### src/rtl/cpu_pkg.sv
// Shared definitions for the CPU bus masters (control and program_loader):
// default bus/address widths, the loader FSM state type and the bus-strobe
// encoding both masters use, so the top-level bus mux decodes them the same way.
package cpu_pkg;

    localparam int unsigned CPU_DATA_W = 8;
    localparam int unsigned CPU_ADDR_W = 4;

    typedef enum logic [2:0] {
        LD_IDLE,
        LD_WAIT_BYTE,
        LD_ADDR,
        LD_DATA,
        LD_FINISH
    } loader_state_t;

    // One bus cycle: who drives, and which register latches the bus.
    typedef struct packed {
        logic drive;
        logic mar_load;
        logic ram_load;
    } bus_strobe_t;

    localparam bus_strobe_t STROBE_NONE = '{drive: 1'b0, mar_load: 1'b0, ram_load: 1'b0};
    localparam bus_strobe_t STROBE_MAR  = '{drive: 1'b1, mar_load: 1'b1, ram_load: 1'b0};
    localparam bus_strobe_t STROBE_RAM  = '{drive: 1'b1, mar_load: 1'b0, ram_load: 1'b1};

endpackage

### src/rtl/loader_byte_buf.sv
// Single-entry capture register between the byte source and the loader write
// sequence. Accepts a byte (and its last flag) only while capture is enabled,
// so a byte offered while not ready stays with the source.
module loader_byte_buf
    import cpu_pkg::*;
#(
    parameter int unsigned DATA_W = CPU_DATA_W
) (
    input  logic              clk,
    input  logic              rst,
    input  logic              capture_en_i,
    input  logic              in_valid_i,
    input  logic [DATA_W-1:0] in_data_i,
    input  logic              in_last_i,
    output logic              in_ready_o,
    output logic              take_o,
    output logic [DATA_W-1:0] data_o,
    output logic              last_o
);

    logic [DATA_W-1:0] data_q;
    logic              last_q;

    // Handshake: ready follows the enable, a transfer happens on valid&ready.
    always_comb begin
        in_ready_o = capture_en_i;
        take_o     = capture_en_i & in_valid_i;
    end

    // Capture register, clocked on the same negedge as the loader FSM.
    always_ff @(negedge clk) begin
        if (rst) begin
            data_q <= '0;
            last_q <= 1'b0;
        end else if (take_o) begin
            data_q <= in_data_i;
            last_q <= in_last_i;
        end
    end

    assign data_o = data_q;
    assign last_o = last_q;

endmodule

### src/rtl/program_loader.sv
// Bus-master program loader: writes a byte stream into program RAM using the
// same MAR-load / RAM-load strobe pair as the fetch/store microcode, holding
// the CPU in reset while it owns the bus.
// Optional build macro: PROGRAM_LOADER_CHECKSUM_EN adds checksum, expected_sum
// and sum_ok; a failed checksum keeps the CPU held after the load.
module program_loader
    import cpu_pkg::*;
#(
    parameter int unsigned ADDR_W   = CPU_ADDR_W,
    parameter int unsigned DATA_W   = CPU_DATA_W,
    parameter int unsigned PROG_LEN = 16
) (
    input  logic              clk,
    input  logic              rst,
    input  logic              start,
    input  logic              in_valid,
    input  logic [DATA_W-1:0] in_data,
    input  logic              in_last,
    output logic              in_ready,
    output logic [DATA_W-1:0] bus_out,
    output logic              bus_drive,
    output logic              mar_read_from_bus,
    output logic              ram_read_from_bus,
    output logic              cpu_hold,
    output logic              busy,
    output logic              done,
    output logic [ADDR_W:0]   byte_count
`ifdef PROGRAM_LOADER_CHECKSUM_EN
    ,
    input  logic [DATA_W-1:0] expected_sum,
    output logic [DATA_W-1:0] checksum,
    output logic              sum_ok
`endif
);

    localparam int unsigned CNT_W = ADDR_W + 1;

    loader_state_t     state_q, state_d;
    logic [CNT_W-1:0]  count_q;
    logic [ADDR_W-1:0] addr_q;
    logic              done_q;
    logic              capture_en;
    logic              take;
    logic [DATA_W-1:0] buf_data;
    logic              buf_last;
    logic              end_of_load;
    bus_strobe_t       strobe;

`ifdef PROGRAM_LOADER_CHECKSUM_EN
    logic [DATA_W-1:0] cksum_q;
    logic              sum_ok_q;
    logic              hold_fail_q;
    logic              sum_match;
    assign sum_match = (cksum_q == expected_sum);
`endif

    loader_byte_buf #(
        .DATA_W(DATA_W)
    ) u_byte_buf (
        .clk          (clk),
        .rst          (rst),
        .capture_en_i (capture_en),
        .in_valid_i   (in_valid),
        .in_data_i    (in_data),
        .in_last_i    (in_last),
        .in_ready_o   (in_ready),
        .take_o       (take),
        .data_o       (buf_data),
        .last_o       (buf_last)
    );

    // The byte being written in DATA closes the load on its last flag or on the length limit.
    assign end_of_load = buf_last || ((count_q + 1'b1) == CNT_W'(PROG_LEN));

    // State register, negedge to line up with the control step counter.
    always_ff @(negedge clk) begin
        if (rst) state_q <= LD_IDLE;
        else     state_q <= state_d;
    end

    // Next-state logic; start only matters in IDLE.
    always_comb begin
        state_d = state_q;
        unique case (state_q)
            LD_IDLE:      if (start) state_d = LD_WAIT_BYTE;
            LD_WAIT_BYTE: if (take)  state_d = LD_ADDR;
            LD_ADDR:      state_d = LD_DATA;
            LD_DATA:      state_d = end_of_load ? LD_FINISH : LD_WAIT_BYTE;
            LD_FINISH:    state_d = LD_IDLE;
            default:      state_d = LD_IDLE;
        endcase
    end

    // Load bookkeeping: count, write address, sticky done and optional checksum.
    // addr_q may wrap after the final byte of a full-depth load; it is cleared
    // by the next start before it is used again.
    always_ff @(negedge clk) begin
        if (rst) begin
            count_q <= '0;
            addr_q  <= '0;
            done_q  <= 1'b0;
`ifdef PROGRAM_LOADER_CHECKSUM_EN
            cksum_q     <= '0;
            sum_ok_q    <= 1'b0;
            hold_fail_q <= 1'b0;
`endif
        end else begin
            unique case (state_q)
                LD_IDLE: begin
                    if (start) begin
                        count_q <= '0;
                        addr_q  <= '0;
                        done_q  <= 1'b0;
`ifdef PROGRAM_LOADER_CHECKSUM_EN
                        cksum_q     <= '0;
                        sum_ok_q    <= 1'b0;
                        hold_fail_q <= 1'b0;
`endif
                    end
                end
                LD_DATA: begin
                    count_q <= count_q + 1'b1;
                    addr_q  <= addr_q + 1'b1;
                    if (end_of_load) done_q <= 1'b1;
`ifdef PROGRAM_LOADER_CHECKSUM_EN
                    cksum_q <= cksum_q + buf_data;
`endif
                end
`ifdef PROGRAM_LOADER_CHECKSUM_EN
                LD_FINISH: begin
                    sum_ok_q    <= sum_match;
                    hold_fail_q <= ~sum_match;
                end
`endif
                default: ;
            endcase
        end
    end

    // Output decode from state: bus ownership, strobes and status.
    always_comb begin
        strobe     = STROBE_NONE;
        bus_out    = '0;
        capture_en = 1'b0;
        busy       = 1'b0;
        unique case (state_q)
            LD_WAIT_BYTE: begin
                capture_en = 1'b1;
                busy       = 1'b1;
            end
            LD_ADDR: begin
                strobe  = STROBE_MAR;
                bus_out = DATA_W'(addr_q);
                busy    = 1'b1;
            end
            LD_DATA: begin
                strobe  = STROBE_RAM;
                bus_out = buf_data;
                busy    = 1'b1;
            end
            default: ;
        endcase
    end

    assign bus_drive         = strobe.drive;
    assign mar_read_from_bus = strobe.mar_load;
    assign ram_read_from_bus = strobe.ram_load;
    assign done              = done_q;
    assign byte_count        = count_q;

`ifdef PROGRAM_LOADER_CHECKSUM_EN
    assign checksum = cksum_q;
    assign sum_ok   = (state_q == LD_FINISH) ? sum_match : sum_ok_q;
    assign cpu_hold = busy | ((state_q == LD_FINISH) & ~sum_match) | hold_fail_q;
`else
    assign cpu_hold = busy;
`endif

endmodule

### config.mk
export PLATFORM = sky130hd
export DESIGN_NAME = program_loader
export DESIGN_NICKNAME = d
export VERILOG_FILES = /design/src/rtl/cpu_pkg.sv /design/src/rtl/loader_byte_buf.sv /design/src/rtl/program_loader.sv
export SDC_FILE = /design/constraint.sdc
export NUM_CORES = 1
export LEC_CHECK = 0
export ABC_AREA = 1
export BUFFER_PORTS_ARGS = -buffer_cell sky130_fd_sc_hd__clkbuf_2
export CAP_MARGIN = 0
export CELL_PAD_IN_SITES_DETAIL_PLACEMENT = 1
export CELL_PAD_IN_SITES_GLOBAL_PLACEMENT = 1
export CORE_ASPECT_RATIO = 0.5
export CORE_MARGIN = 8
export CORE_UTILIZATION = 37
export CTS_CLUSTER_SIZE = 20
export DETAILED_ROUTE_END_ITERATION = 7
export PLACE_DENSITY = 0.79
export SYNTH_ARGS = -nofsm -noshare
export SYNTH_HDL_FRONTEND = slang
export SYNTH_SLANG_ARGS = --single-unit
### constraint.sdc
create_clock -name clk -period 2.05 [get_ports clk]
set_input_delay 0.1025 -clock clk [delete_from_list [all_inputs] [get_ports clk]]
set_output_delay 0.1025 -clock clk [all_outputs]
set_load 0.02 [all_outputs]
### After elaboration in Yosys (flattened, before gate mapping)

Cells that the tools add are included.

* bits of input ports: 13
* bits in registers: 22
* output and inout port bits: 20
* word-level logic and storage cells: 38

* $add $sub $neg: 2
* mux-type cells: 15
* equality and inequality tests: 7
* bitwise operators: 1
* reduce and logical (&&, ||, !) cells: 7

Operators by type and width (count)
* $pmux 8 s2: 1
* $pmux 3 s4: 1
* $pmux 5 s2: 1
* $mux 3: 3
* $pmux 4 s2: 1
* $eq 3x2->1 const B: 2
* $ne 2x2->1 const B: 3
* $pmux 3 s2: 1
* $add 5x1->5 const B: 1
* $eq 5x5->1 const B: 1
* $mux 5: 1
* $add 4x1->4 const B: 1
* $mux 1: 4
* $mux 4: 1
* $reduce_and 2->1: 2
* $eq 3x1->1 const B: 1
* $logic_not 3->1: 1
* $reduce_and 3->1: 1
* $reduce_or 3->1: 1
* $pmux 1 s2: 1
* $reduce_bool 2->1: 1
* $and 1x1->1: 1
* $logic_or 1x1->1: 1

### Longest topological paths before layout

Gate-level depths: netlist (run 1).

* depth in word-level cells: 5
* mapped depth: 9
* mapped depth without buffers: 9

### Cells and area by module

Synthesis (run 1) repeated with hierarchy kept, for this count alone.

* cell total of the unflattened synthesis: 162
* area total of the unflattened synthesis: 1126.1 µm²

Modules (own cells, without submodules)
* program_loader: sequential area each 260.2 µm², instances 1, cells an instance 102, area an instance 733.2 µm²
* loader_byte_buf: sequential area each 180.2 µm², instances 1, cells an instance 60, area an instance 392.9 µm²

==> impl_results.md, run 1 <==
- Hold Crit Start: u_byte_buf.data_o[6]
- Worst-path fanout max: 6
- Core area: 0.00264 sq mm
- Post-synthesis sequential area ratio: 42.1%
- Vias in the first global route: 1524
- FF-to-FF Start: byte_count[0]
- Post-synth top flop: dfxtp_1
- Max Transition Viols Final: 0
- Detailed router's first-iteration violation count: 86
- CP Capture Type: output pin
- Antenna Nets Post-Route: 0
- # hold bufs at CTS: 0
- Post-synth cell types: 25
- Num CTS Buffers: 3
- Async SR Flop Fraction: 0%
- Leak Pwr: 0.884 nW
- Diode count: 0
- Global route overflow: 0
- Peak supply drop: 351 uV
- Clock Latency Late Sink: 360 ps
- First drt pass iteration count: 4
- Post-Syn Area per Cell: 7.53 sq um
- CP required: 1950 ps
- Number of synthesized register bits: 22
- Commonest non-fill, non-tap cell in the layout: inv_1
- Crit path launch type: flop
- Max cap viols: 0
- Final Hold Vio Count: 0
- Internal power: 0.788 mW
- Detailed Place HPWL: 2540 microns
- Root buf cell: clkbuf_8
- Clock share of power: 39.3%
- Dpl cells: 219
- Routed WL per cell: 22.6 microns
- # rows: 13
- Final hold slack: 493 ps
- CTS tree: yes
- Port-buffer cells: 32
- H-tree Lvls: 1
- Outcome: complete, but fails checks
- Fillcell total: 324
- Synth top area cells: dfxtp_1 (42%), nand2_1 (9.0%), nor2_1 (6.1%), a21oi_1 (5.3%), inv_1 (5.0%)
- Total Routed Length: 5600 microns
- Ratio of cells with drive above 1 in the final layout: 42.7%
- First-pass GRT wire length: 8310 microns
- RSZ-0062 raised after global routing: true
- Initial antenna violation count: 0
- Area fraction of the dominant cell type after synthesis: 42.1%
- Die Y: 53.6 microns
- Most frequent cells in the layout: inv_1 (33), nand2_1 (24), buf_4 (18)
- Switching share of total power: 41.5%
- Layout area overhead: 70.8%
- Total power draw: 1.35 mW
- Reg clk slew, reported paths: 70 ps
- Comb pwr share: 25.3%
- Routability cong.: 0.777
- Worst Hold Class: reg -> reg
- CTS sink count: 22
- Worst EP arrival: 2420 ps
- Fin cells: 248
- Crit path from: state_q[0]
- Kind of critical path: reg -> out
- Post-Syn Instances: 139
- Part of the power in registers: 35.5%
- Yosys warning count: 0
- Switching pwr: 0.559 mW
- DIE WIDTH: 91.2 microns
- DR vias: 1349
- Worst slew margin relative to its limit: 73.2%
- Violated checks: negative setup slack
- Remaining DRCs: 0
- Worst-Margin Slew: 398 ps
- Die Area: 0.00489 sq mm
- PnR worst setup slack: -475 ps
- Final nets: 227
- Starting Density: 39.7%
- Gr usage total: 22.2%
- Final setup vio count: 14
- Largest net degree at the start of global routing: 15
- Syn nets: 154
- Synth Cell Area: 0.00105 sq mm
- Number of I/O pins: 33
- PD cells: 754 mW/mm^2
- Worst-case clock skew: 29.7 ps
- Synth area leader: dfxtp_1
- Number of enable flip-flop cells after synthesis: 0
- Clk buf depth: 2
- Via density: 5.44
final cells by class:
| class | instances | area [sq um] | area share [%] |
|---|---|---|---|
| tap | 37 | 46.3 | 2.59 |
| inverter | 18 | 77.6 | 4.34 |
| sequential | 22 | 458 | 25.6 |
| clock buffer | 3 | 41.3 | 2.31 |
| multi-input combinational | 93 | 598 | 33.5 |
| clock inverter | 23 | 87.6 | 4.90 |
| timing repair buffer | 52 | 478 | 26.8 |
worst max-delay path, cell delays in order, from the launching register on:
cell and delay, ps:
dfxtp_4 370, inv_4 80, nor2_4 40, nand2_4 100, inv_4 70, a22o_4 220
clkbuf_8 150
metal layers:
layer	wire, microns	vias to the layer above	track usage [%]	part of all wire [%]
met5	0	-	0	0
met4	240	0	11.5	4.3
met3	418	26	8.73	7.5
met2	2590	70	39.3	46
met1	2360	650	23.6	42
li1	-	603	-	-
power groups by stage:
stage | Clock (mW) | Combinational, mW | Sequential, mW
5_1_grt | 0.586 | 0.356 | 0.479
3_5_place_dp | 0.0686 | 0.234 | 0.480
4_1_cts | 0.492 | 0.291 | 0.476
3_3_place_gp | 0.0686 | 0.224 | 0.479
2_1_floorplan | 0.0686 | 0.149 | 0.480
6_report | 0.529 | 0.340 | 0.477
path summary, 6_finish.rpt:
check,endpoint,slack (ps),cells past startpoint
max reg2reg,state_q[0],350,10
min reg2reg,u_byte_buf.data_o[6],490,2
max,bus_out[3],-480,6
min,u_byte_buf.data_o[6],490,2
state kept, by name, indices dropped and copies added, names as in the netlist:
register           count
addr_q                 4
byte_count             5
done                   1
state_q                3
u_byte_buf.data_o      8
u_byte_buf.last_o      1
what timing repair did:
action / in CTS / in global routing
cloned: 0 / 0
endpoints found under the setup margin: 15 / 18
buffers inserted: 3 / 2
resized for setup: 42 / 26
pin swaps: 2 / 1
cells in the mapped netlist, types with 2 or more instances:
| cell type | n |
|---|---|
| nand2_1 | 25 |
| nand3_1 | 6 |
| inv_1 | 14 |
| dfxtp_1 | 22 |
| a21oi_2 | 5 |
| nor2_1 | 17 |
| a21oi_1 | 11 |
| inv_2 | 5 |
| a211oi_1 | 2 |
| nand4_1 | 2 |
| o21ai_0 | 6 |
| ha_1 | 2 |
| buf_4 | 2 |
| o21ai_1 | 6 |
| a22o_1 | 4 |
stage by stage:
stage | util, % | setup WS (ps) | setup TNS, ps | instance area (sq um)
finish | 67.8 | -475 | -6010 | 1790
global route | 67.8 | -500 | -6330 | 1790
CTS | 65.3 | -427 | -5360 | 1720
detailed placement | 53.7 | -146 | -1260 | 1420
global placement | 53.7 | -122 | -1140 | 1420
floorplan | - | -153 | -824 | 1110
cells by family after synthesis:
| family | after synthesis | synth area share, % |
|---|---|---|
| simple gates | 55 | 23.8 |
| compound gates | 35 | 20.8 |
| buf+inv | 24 | 10.0 |
| flops | 22 | 42.1 |
| fa+ha+maj | 2 | 2.39 |
| xor+xnor | 1 | 0.837 |
No activity file was read; power rests on OpenSTA's default activity.
==> run 2, diff against run 1 <==
--- a/config.mk
+++ b/config.mk
@@ -16,6 +16,7 @@
 export CTS_CLUSTER_SIZE = 20
 export DETAILED_ROUTE_END_ITERATION = 7
 export PLACE_DENSITY = 0.79
+export REMOVE_ABC_BUFFERS = 1
 export SYNTH_ARGS = -nofsm -noshare
 export SYNTH_HDL_FRONTEND = slang
 export SYNTH_SLANG_ARGS = --single-unit
==> impl_results.md, run 2 (synthesized netlist as in run 1, its figures left out) <==
- Diode count: 0 (unchanged)
- Global route overflow: 0 (unchanged)
- Port-buffer cells: 32 (unchanged)
- First drt pass iteration count: 4 (unchanged)
- H-tree Lvls: 1 (unchanged)
- Peak supply drop: 421 uV (+20%)
- Most frequent cells in the layout: inv_1 (33), buf_4 (27), nand2_1 (24)
- Worst EP arrival: 2520 ps (+100 ps)
- Die Y: 53.6 microns (unchanged)
- Crit path launch type: flop
- Fin cells: 254 (+2.4%)
- Final nets: 233 (+2.6%)
- Commonest non-fill, non-tap cell in the layout: inv_1
- Gr usage total: 23.0% (+0.85 points)
- Setup TNS: -6160 ps (-158 ps)
- Number of flip-flops under the largest register name: 8 (unchanged)
- Worst-Margin Slew: 327 ps (-71.4 ps)
- Layout area overhead: 70.1%
- Num CTS Buffers: 3 (unchanged)
- Root buf cell: clkbuf_8
- Detailed Place HPWL: 2490 microns (-1.8%)
- Outcome: complete, but fails checks
- Path depth of the worst reg2reg path: 10 (unchanged)
- Worst Hold Class: reg -> reg
- Clk buf depth: 2 (unchanged)
- Starting Density: 39.7% (unchanged)
- Ratio of cells with drive above 1 in the final layout: 43.3% (+0.66 points)
- Violated checks: negative setup slack
- Total power draw: 1.40 mW (+3.9%)
- FF-to-FF Start: state_q[1]
- Clock Latency Late Sink: 380 ps (+20 ps)
- Crit path from: state_q[1]
- Routability cong.: 0.764 (-1.6%)
- Die Area: 0.00489 sq mm (unchanged)
- CTS sink count: 22 (unchanged)
- DIE WIDTH: 91.2 microns (unchanged)
- Leak Pwr: 0.878 nW (-0.63%)
- Hold EP: byte_count[0]
- CP required: 1950 ps (about the same)
- Remaining DRCs: 0 (unchanged)
- Reg clk slew, reported paths: 90 ps (+20 ps)
- Total Routed Length: 5990 microns (+6.9%)
- Kind of critical path: reg -> out
- RR Endpoint: u_byte_buf.data_o[7]
- Detailed router's first-iteration violation count: 72 (-16%)
- Via density: 5.50 (+1.0%)
- Setup Slack @ Placement: -204 ps (-58.2 ps)
- PD cells: 786 mW/mm^2 (+4.3%)
- # rows: 13 (unchanged)
- Antenna Nets Post-Route: 0 (unchanged)
- Fillcell total: 318 (-1.9%)
- Final setup vio count: 14 (unchanged)
- Hold path cells: 1 (-1)
- # hold bufs at CTS: 0 (unchanged)
- Initial antenna violation count: 0 (unchanged)
- Hold Crit Start: byte_count[0]
- DR vias: 1396 (+3.5%)
- Max cap viols: 0 (unchanged)
- First-pass GRT wire length: 8470 microns (+1.9%)
- Final Hold Vio Count: 0 (unchanged)
- CTS tree: yes
- Worst-path fanout max: 6 (unchanged)
- RSZ-0062 raised after global routing: true
- Worst slew margin relative to its limit: 78.0% (+4.8 points)
- CP Capture Type: output pin
- Routed WL per cell: 23.6 microns (+4.3%)
- Worst-case clock skew: 41.5 ps (+11.9 ps)
- Worst R2R Setup Slack: 150 ps (-200 ps)
- Number of I/O pins: 33 (unchanged)
- Max Transition Viols Final: 0 (unchanged)
- PnR worst setup slack: -571 ps (-96.1 ps)
- Dpl cells: 222 (+1.4%)
- Vias in the first global route: 1573 (+3.2%)
- Core area: 0.00264 sq mm (unchanged)
- Largest net degree at the start of global routing: 15 (unchanged)
## run 2: layout make-up
| type | instances | area [sq um] | area share [%] |
|---|---|---|---|
| timing repair buffer | 58 | 505 | 28.4 |
| multi-input combinational | 93 | 558 | 31.4 |
| inverter | 18 | 77.6 | 4.36 |
| tap | 37 | 46.3 | 2.60 |
| clock inverter | 23 | 87.6 | 4.92 |
| clock buffer | 3 | 41.3 | 2.32 |
| sequential | 22 | 463 | 26.0 |
## run 2: timing repair
action                                  in CTS  in global routing
pin swaps                                    5                  2
resized for setup                           52                 33
endpoints found under the setup margin      18                 20
endpoints found under the hold margin        0                  0
cloned                                       0                  0
setup buffers                                4                  3
## run 2: power breakdown
| group | internal (mW) | switching (mW) |
|---|---|---|
| Sequential | 0.452 | 0.0232 |
| Clock | 0.193 | 0.365 |
| Combinational | 0.160 | 0.205 |
## run 2: worst max-delay path by stage
stage                      end  slack, ps  cells past startpoint
global placement    bus_out[4]        -90                      6
floorplan           bus_out[0]       -330                      3
global route        bus_out[1]       -580                      5
CTS                 bus_out[1]       -440                      4
finish              bus_out[1]       -570                      5
detailed placement  bus_out[5]       -200                      6
## run 2: metrics by stage
step	cell area (sq um)	hold slack (ps)	util, %
floorplan	1010	435	-
global placement	1360	449	51.7
detailed placement	1360	455	51.7
CTS	1690	464	64.2
global route	1780	515	67.5
finish	1780	490	67.5
## run 2: worst max-delay path, cell delays in order, from the launching register on
cell	delay, ps
dfxtp_4	390
inv_4	50
nor3_4	150
buf_6	150
a22o_1	190
clkbuf_8	170
## run 2: routing by layer
metal | global-route usage (%) | vias to the layer above | wire length [microns]
li1 | - | 611 | -
met1 | 24.5 | 666 | 2360
met2 | 39.6 | 90 | 2870
met3 | 9.14 | 29 | 494
met4 | 14.5 | 0 | 271
met5 | 0 | - | 0
==> run 3, diff against run 2 <==
--- a/config.mk
+++ b/config.mk
@@ -15,6 +15,7 @@
 export CORE_UTILIZATION = 37
 export CTS_CLUSTER_SIZE = 20
 export DETAILED_ROUTE_END_ITERATION = 7
+export HOLD_SLACK_MARGIN = 0.08
 export PLACE_DENSITY = 0.79
 export REMOVE_ABC_BUFFERS = 1
 export SYNTH_ARGS = -nofsm -noshare
==> constraint.sdc (replaced) <==
create_clock -name clk -period 2.05 [get_ports clk]
set_input_delay 0.41 -clock clk [delete_from_list [all_inputs] [get_ports clk]]
set_output_delay 0.41 -clock clk [all_outputs]
set_load 0.02 [all_outputs]
==> impl_results.md, run 3 <==
- Async SR Flop Fraction: 0% (unchanged)
- Most used standard cell by instance count after synthesis: nand2_1
- Port-buffer cells: 32 (unchanged)
- Post-synth top flop: dfxtp_1
- # rows: 13 (unchanged)
- # hold bufs at CTS: 0 (unchanged)
- Post-cts sizing count: 64 (+23%)
- H-tree Lvls: 1 (unchanged)
- Root buf cell: clkbuf_8
- DIE WIDTH: 91.2 microns (unchanged)
- Die Y: 53.6 microns (unchanged)
- Synth area leader: dfxtp_1
- Last stage: clock tree synthesis (4_1_cts)
- Number of enable flip-flop cells after synthesis: 0 (unchanged)
- Post-synthesis sequential area ratio: 42.1% (unchanged)
- Post-synth cell types: 25 (unchanged)
- Yosys warning count: 0 (unchanged)
- Synth cell count leaders: nand2_1 (25), dfxtp_1 (22), nor2_1 (17)
- Err: [ERROR DPL-0033] detailed placement checks failed during check placement.
- CTS sink count: 22 (unchanged)
- Dpl cells: 235 (+5.9%)
- Num CTS Buffers: 3 (unchanged)
- Number of I/O pins: 33 (unchanged)
- Detailed Place HPWL: 2690 microns (+7.9%)
- Setup Slack @ Placement: -462 ps (-257 ps)
- Post-Syn Instances: 139 (unchanged)
- Clk buf depth: 2 (unchanged)
- Number of synthesized register bits: 22 (unchanged)
- Post-Syn Area per Cell: 7.53 sq um (unchanged)
- Synth top area cells: dfxtp_1 (42%), nand2_1 (9.0%), nor2_1 (6.1%), a21oi_1 (5.3%), inv_1 (5.0%)
- Routability cong.: 0.752 (-1.6%)
- Setup bufs post-CTS: 4 (unchanged)
- Outcome: did not finish
- Synth Cell Area: 0.00105 sq mm (unchanged)
- Starting Density: 39.7% (unchanged)
- Area fraction of the dominant cell type after synthesis: 42.1% (unchanged)
## run 3: logic make-up after synthesis
kind of cell | after synthesis | share of synthesized area (%)
AOI/OAI and AO/OA | 35 | 20.8
xor gates and xnor gates | 1 | 0.837
adders and majority gates | 2 | 2.39
buffers and inverters | 24 | 10.0
DFF | 22 | 42.1
and+or+nand+nor | 55 | 23.8
## run 3: per-stage QoR
step | setup TNS (ps) | instance area (sq um)
global placement | -5880 | 1460
floorplan | -6160 | 1010
detailed placement | -6940 | 1460
==> run 4, diff against run 3 <==
==> config.mk (replaced) <==
export PLATFORM = sky130hd
export DESIGN_NAME = program_loader
export DESIGN_NICKNAME = d
export VERILOG_FILES = /design/src/rtl/cpu_pkg.sv /design/src/rtl/loader_byte_buf.sv /design/src/rtl/program_loader.sv
export SDC_FILE = /design/constraint.sdc
export NUM_CORES = 1
export LEC_CHECK = 0
export ABC_AREA = 1
export BUFFER_PORTS_ARGS = -buffer_cell sky130_fd_sc_hd__clkbuf_2
export CAP_MARGIN = 0
export CORE_AREA = 8 8 69 71
export DETAILED_ROUTE_END_ITERATION = 7
export DIE_AREA = 0 0 77 79
export PLACE_DENSITY_LB_ADDON = 0.15
export REMOVE_ABC_BUFFERS = 1
export SYNTH_ARGS = -nofsm -noshare
export SYNTH_HDL_FRONTEND = slang
export SYNTH_SLANG_ARGS = --single-unit
==> impl_results.md, run 4 (synthesized netlist as in run 1, its figures left out) <==
- Outcome: complete, but fails checks
- Violated checks: negative setup slack
- PnR worst setup slack: -764 ps
- Detailed Place HPWL: 2250 microns (-16%)
- Routed WL per cell: 11.8 microns
- Worst R2R Setup Slack: 410 ps
- Max Transition Viols Final: 0
- CP Capture Type: output pin
- Final nets: 248
- Part of the power in registers: 36.9%
- Clock share of power: 36.1%
- Post-route cell area: 0.00195 sq mm
- Detailed router's first-iteration violation count: 31
- Final setup vio count: 20
- Reg clk slew, reported paths: 40 ps
- CP max stage cell: dfxtp_2
- Worst slew margin relative to its limit: 80.7%
- Fin cells: 282
- DIE WIDTH: 77 microns (-16%)
- Comb pwr share: 27.0%
- Via density: 4.48
- Root buf cell: clkbuf_8
- Largest net degree at the start of global routing: 15
- Placed Area: 0.00148 sq mm (+1.6%)
- Number of flip-flops under the largest register name: 8
- Final Hold Vio Count: 0
- RSZ-0062 raised after global routing: true
- Internal power: 0.828 mW
- Diode count: 0
- Gr usage total: 11.0%
- # rows: 23 (+10)
- CTS sink count: 22 (unchanged)
- Initial antenna violation count: 0
- Layout area overhead: 86.6%
- Global route overflow: 0
- DR vias: 1262
- Hold path cells: 2
- H-tree Lvls: 1 (unchanged)
- Number of I/O pins: 33 (unchanged)
- Total power draw: 1.28 mW
- Port-buffer cells: 32 (unchanged)
- First drt pass iteration count: 4
- Switching share of total power: 35.4%
- Clock Latency Late Sink: 350 ps
- CP max stage delay: 350 ps
- Crit-path cells: nor3_4 -> buf_6 -> a22o_1 -> clkbuf_8
- Worst-Margin Slew: 289 ps
- CTS tree: yes
- Most frequent cells in the layout: buf_4 (36), inv_1 (34), nand2_1 (24)
- Num CTS Buffers: 3 (unchanged)
- Crit path launch type: flop
- Path depth of the worst reg2reg path: 10
- Antenna Nets Post-Route: 0
- PD cells: 656 mW/mm^2
- Total Routed Length: 3330 microns
- First-pass GRT wire length: 5510 microns
- Setup TNS: -10370 ps
- Leak Pwr: 0.968 nW
- Kind of critical path: reg -> out
- Routability cong.: 0.842 (+12%)
- Ratio of cells with drive above 1 in the final layout: 47.0%
- Commonest non-fill, non-tap cell in the layout: buf_4
- Die Y: 79 microns (+47%)
- Worst-path fanout max: 5
- # hold bufs at CTS: 0 (unchanged)
- Worst-case clock skew: 18.9 ps
- Die Area: 0.00608 sq mm
- Max cap viols: 0
- Worst Hold Class: reg -> reg
- Remaining DRCs: 0
- Peak supply drop: 282 uV
- Vias in the first global route: 1361
- Switching pwr: 0.453 mW
- Worst EP arrival: 2400 ps
- Fillcell total: 369
- Starting Density: 27.5% (-12 points)
- Core area: 0.00380 sq mm
- CP required: 1640 ps
- Dpl cells: 249 (+6.0%)
- Clk buf depth: 2 (unchanged)
-- run 4: power groups by stage --
stage / sequential, mW / combinational (mW) / clock (mW)
final: 0.473 / 0.346 / 0.462
after floorplan: 0.476 / 0.124 / 0.0687
after detailed placement: 0.475 / 0.251 / 0.0687
after global routing: 0.475 / 0.373 / 0.557
after CTS: 0.468 / 0.311 / 0.488
after global placement: 0.474 / 0.249 / 0.0687
-- run 4: worst paths after layout --
path,start,endpoint
worst max-delay path,state_q[2],bus_out[3]
worst min-delay path,done,done
worst min register to register,done,done
worst max register to register,state_q[2],u_byte_buf.data_o[4]
-- run 4: timing repair --
item | 4_1_cts | 5_1_grt
setup buffers | 7 | 6
setup endpoints to repair | 20 | 20
pin swaps | 4 | 7
endpoints found under the hold margin | 0 | 0
gates resized for setup | 50 | 40
-- run 4: critical path: cells and delay by family, from the launching register on --
family / cells / cell delay (ps)
AO/OA/AOI/OAI: 1 / 170
flip-flops: 1 / 350
buffers and inverters: 2 / 290
AND/OR/NAND/NOR: 1 / 220
-- run 4: final cells by class --
cell class | instances | area, sq um | area share (%)
Sequential cell | 22 | 454 | 23.3
Multi-Input combinational cell | 93 | 563 | 28.8
Clock inverter | 23 | 88.8 | 4.55
Timing Repair Buffer | 73 | 669 | 34.3
Tap cell | 50 | 62.6 | 3.21
Inverter | 18 | 72.6 | 3.72
Clock buffer | 3 | 41.3 | 2.12
-- run 4: metal layers --
metal	vias up	track usage, %	wire length, microns
met3	9	5.98	193
met4	0	7.74	68
li1	643	-	-
met5	-	0	0
met1	568	9.50	1340
met2	42	19.4	1730
-- run 4: through the flow --
step / setup WS, ps / hold WS (ps) / util (%)
after floorplan: -637 / 435 / -
after global placement: -401 / 463 / 39.0
after detailed placement: -425 / 463 / 39.0
after CTS: -763 / 469 / 48.0
after global routing: -816 / 506 / 51.4
final: -764 / 473 / 51.4
